$ cat src/rtl/parallel_serial_tx.sv
// parallel_serial_tx: byte-to-bitstream serializer, MSB first, one bit per CLK.
// After reset it sends SYNC_COUNT COMMA bytes so the downstream receiver can lock
// byte alignment. It then accepts user bytes through a valid/ready handshake,
// inserting a COMMA filler in any byte slot that has no user data.
// Optional feature: define PS_TX_FILL_STATS_EN to add the FILL_CNT output, a
// saturating count of filler commas inserted after the sync burst.
module parallel_serial_tx #(
  parameter logic [7:0]  COMMA      = 8'hBC,
  parameter int unsigned SYNC_COUNT = 4
) (
  input  logic        CLK,
  input  logic        RESET,
  input  logic [7:0]  DATA_IN,
  input  logic        VALID_IN,
  output logic        READY_OUT,
  output logic        DATA_OUT,
  output logic        LOCKED_OUT
`ifdef PS_TX_FILL_STATS_EN
  ,
  output logic [15:0] FILL_CNT
`endif
);

  typedef enum logic {ST_SYNC, ST_RUN} state_t;

  localparam logic [7:0] SYNC_LAST = 8'(SYNC_COUNT - 1);

  logic [7:0] shreg_q, shreg_d;
  logic [2:0] bit_cnt_q, bit_cnt_d;
  logic [7:0] sync_cnt_q, sync_cnt_d;
  state_t     state_q, state_d;

  logic boundary;
  logic ready;
  logic take;

  assign boundary = (bit_cnt_q == 3'd7);
  // The first ready pulse lands in the last bit of the final sync comma.
  assign ready    = boundary && ((state_q == ST_RUN) || (sync_cnt_q == SYNC_LAST));
  assign take     = ready && VALID_IN;

  // Ready is held low during the reset cycle itself so no source ever sees a
  // handshake that the reset is about to discard.
  assign READY_OUT  = ready && !RESET;
  assign DATA_OUT   = shreg_q[7];
  assign LOCKED_OUT = (state_q == ST_RUN);

  // Next-state: shift within a byte, load user data or filler at the boundary.
  always_comb begin
    shreg_d    = shreg_q;
    bit_cnt_d  = bit_cnt_q;
    sync_cnt_d = sync_cnt_q;
    state_d    = state_q;
    if (boundary) begin
      bit_cnt_d = 3'd0;
      shreg_d   = take ? DATA_IN : COMMA;
      if (state_q == ST_SYNC) begin
        sync_cnt_d = sync_cnt_q + 8'd1;
        if (sync_cnt_q == SYNC_LAST) state_d = ST_RUN;
      end
    end else begin
      bit_cnt_d = bit_cnt_q + 3'd1;
      shreg_d   = {shreg_q[6:0], 1'b0};
    end
  end

  // State registers; synchronous reset restarts a full sync burst.
  always_ff @(posedge CLK) begin
    if (RESET) begin
      shreg_q    <= COMMA;
      bit_cnt_q  <= 3'd0;
      sync_cnt_q <= 8'd0;
      state_q    <= ST_SYNC;
    end else begin
      shreg_q    <= shreg_d;
      bit_cnt_q  <= bit_cnt_d;
      sync_cnt_q <= sync_cnt_d;
      state_q    <= state_d;
    end
  end

`ifdef PS_TX_FILL_STATS_EN
  logic [15:0] fill_cnt_q, fill_cnt_d;

  // Count filler slots: a ready pulse with no user byte offered; saturates.
  always_comb begin
    fill_cnt_d = fill_cnt_q;
    if (ready && !VALID_IN && (fill_cnt_q != 16'hFFFF)) fill_cnt_d = fill_cnt_q + 16'd1;
  end

  // Filler counter register.
  always_ff @(posedge CLK) begin
    if (RESET) fill_cnt_q <= 16'd0;
    else       fill_cnt_q <= fill_cnt_d;
  end

  assign FILL_CNT = fill_cnt_q;
`endif

endmodule

$ cat config.mk
export PLATFORM = sky130hd
export DESIGN_NAME = parallel_serial_tx
export DESIGN_NICKNAME = d
export VERILOG_FILES = /design/src/rtl/parallel_serial_tx.sv
export SDC_FILE = /design/constraint.sdc
export NUM_CORES = 1
export LEC_CHECK = 0
export ABC_AREA = 1
export CAP_MARGIN = 20
export CORE_ASPECT_RATIO = 1.5
export CORE_MARGIN = 2
export CORE_UTILIZATION = 40
export CTS_CLUSTER_SIZE = 25
export DETAILED_ROUTE_END_ITERATION = 8
export PLACE_DENSITY_LB_ADDON = 0.15
export SLEW_MARGIN = 10
export SYNTH_ARGS = -nofsm -noshare
export SYNTH_HDL_FRONTEND = slang
export SYNTH_SLANG_ARGS = --single-unit
$ cat constraint.sdc
create_clock -name CLK -period 1.75 [get_ports CLK]
set_input_delay 0.175 -clock CLK [delete_from_list [all_inputs] [get_ports CLK]]
set_output_delay 0.175 -clock CLK [all_outputs]
set_load 0.05 [all_outputs]
==> reports/qor.yml <==
power_and_ir_drop:
  p_leak_nw: 0.525
  p_per_area_nw_per_um2: 678
  peakVddDrop_uv: 439
  p_total_mw: 0.760
placed_design:
  hpwlAfterDp_mm: 1.26
  gp_congestion: 0.772
  io_buffers: 13
  dpl-instance-area_um2: 1060
synthesis:
  synth_edf_count: 0
  syn-cell-area_um2: 895
  ys_seq_area_share_pct: 44.8
  synthFlopType: "dfxtp_1"
  synth_warnings: 0
  netlist_instances: 126
  async_flop_share_pct: 0
  ys_types: 17
  ys_ff_latch: 20
  syn_nets: 140
  synth_area_per_cell_um2: 7.10
layout:
  area_growth_pct: 25.5
  drive_gt1_share_pct: 13.2
  antenna_cells: 0
  final_area_um2: 1120
  final_common_cell: "nand2_1"
  fin_nets: 160
  mostFrequentLayoutCells: "30 x nand2_1, 23 x nor2_1, 18 x inv_1"
floorplan:
  fp.dieW_um: 42.6
  initial_core_util_pct: 41.0
  core_area_um2: 2180
  die_area_um2: 2640
  io_pins: 14
  fp.dieH_um: 61.9
  num_rows: 21
detailed_routing:
  route.detailed.drc: 0
  via_per_inst: 4.72
  wl_per_cell_um: 9.51
  ant_nets: 0
  firstDrtPassIters: 2
  dr.first_iter.drc_count: 5
  num_vias: 789
  finalWirelength_mm: 1.59
sta:
  fin_crit_ns: 1.66
  tightest_slew_ns: 0.499
  fin_crit_sh_pct: 95.1
  slew_headroom_pct: 66.7
  fmax_mhz: 601
  maxSlewViolCount: 0
  finClkSkew_ns: 0.00249
  rsz0062_at_grt: "no"
  finalSetupTns_ns: 0
  hold_violations: 0
  setup_viol: 0
clocking:
  hold_buffers: 0
  clock_latency_ns: 0.30
  clkSinkCount: 20
  clk_pin_slew_ns: 0.10
  htreeDepth: 1
  cts_max_path_buffers: 2
  cts_tree: "built"
  cts_buffers: 3
  cts_root_buf: "clkbuf_4"
critical_path:
  crit_required_ns: 1.57
  critPathMaxFanout: 4
  slowest_stage: "dfxtp_2"
  crit_chain: "ha_2, ha_4, inv_1, nor2_4, nand2_1, inv_2, buf_12"
  max_stage_delay_ns: 0.34
  startpoint_type: "flip-flop"
  cp.arrival_ns: 1.49
  crit_path_end_kind: "output pin"
  criticalPathCategory: "reg2out"
min_path:
  hold_class: "in2reg"
grt:
  grt_usage_pct: 14.0
  grt_pass1_wl_mm: 2.76
  grt_pass1_vias: 735
  antenna_found_initial: 0
  grt-ovfl-total: 0
  grt_start_max_net_pins: 11
status:
  status: "completed"
job:
  max_cap_violations: 0
[state kept, by name, summed over array words and instances (netlist names)]
| register | count |
|---|---|
| LOCKED_OUT | 1 |
| bit_cnt_q | 3 |
| shreg_q | 8 |
| sync_cnt_q | 8 |
[layer usage]
layer | wire, um | global-route usage (%) | vias up
met4 | 38 | 9.38 | 0
li1 | - | - | 424
met5 | 0 | 0 | -
met1 | 647 | 13.7 | 352
met2 | 867 | 27.5 | 9
met3 | 35 | 1.73 | 4
[final timing paths]
check / start / end / slack, ns / cells past startpoint
min reg2reg: bit_cnt_q[0] / bit_cnt_q[0] / 0.41 / 1
max reg2reg: bit_cnt_q[0] / shreg_q[5] / 0.39 / 7
max: bit_cnt_q[0] / READY_OUT / 0.09 / 7
min: DATA_IN[0] / shreg_q[0] / 0.41 / 3
[worst max-delay path: cells and delay by family (launching register included)]
family | cells | cell delay [ns]
flops | 1 | 0.34
simple gates | 2 | 0.22
fa+ha+maj | 2 | 0.33
buf+inv | 3 | 0.29
[where the power goes]
group,internal [mW],leakage [nW],switching [mW]
logic,0.0384,0.347,0.0332
clock network,0.0803,0.0138,0.135
registers,0.469,0.165,0.00479
[kinds of logic (layout without fill, tap and decap cells)]
logic type	Yosys count	in the layout	share of synthesized area [%]
buffers and inverters	21	39	8.81
flip-flops	20	20	44.8
AO/OA/AOI/OAI	6	6	3.36
AND/OR/NAND/NOR	76	76	38.9
adder cells (fa/ha/maj)	3	3	4.20
[synth_stat cells (2+ instances only)]
library cell / number / area share (%)
ha_1: 3 / 4.2
or2_0: 5 / 3.5
o21ai_0: 3 / 1.7
nand4_1: 2 / 1.4
nand3_1: 7 / 3.9
nor2_4: 2 / 2.5
nand3b_1: 2 / 1.7
nor3_1: 2 / 1.1
dfxtp_1: 20 / 45
inv_1: 19 / 8.0
a21oi_1: 3 / 1.7
inv_2: 2 / 0.84
nand2_1: 30 / 13
nor2_1: 23 / 9.7
[stage by stage]
| step | hold WS, ns | setup slack, ns | util [%] | std cells |
|---|---|---|---|---|
| after floorplan | 0.294 | 0.253 | - | 126 |
| after global placement | 0.406 | 0.257 | 48.8 | 162 |
| after detailed placement | 0.414 | 0.199 | 48.8 | 162 |
| after CTS | 0.393 | 0.00917 | 51.1 | 167 |
| after global routing | 0.404 | 0.00988 | 51.5 | 167 |
| final | 0.406 | 0.0866 | 51.5 | 167 |
[cell type report]
cell class | instances | area [um^2]
well taps | 23 | 28.8
repair buffers | 15 | 158
flip-flops and latches | 20 | 404
multi-input cells | 85 | 430
clock buffers | 3 | 22.5
fillers | 243 | 1060
inverters | 21 | 78.8
[repair_timing]
item,CTS,global route
buffers inserted,2,0
setup endpoints to repair,1,2
pin swaps,2,0
gates resized for setup,3,5
Note: power is estimated with default switching activity, not from simulation.
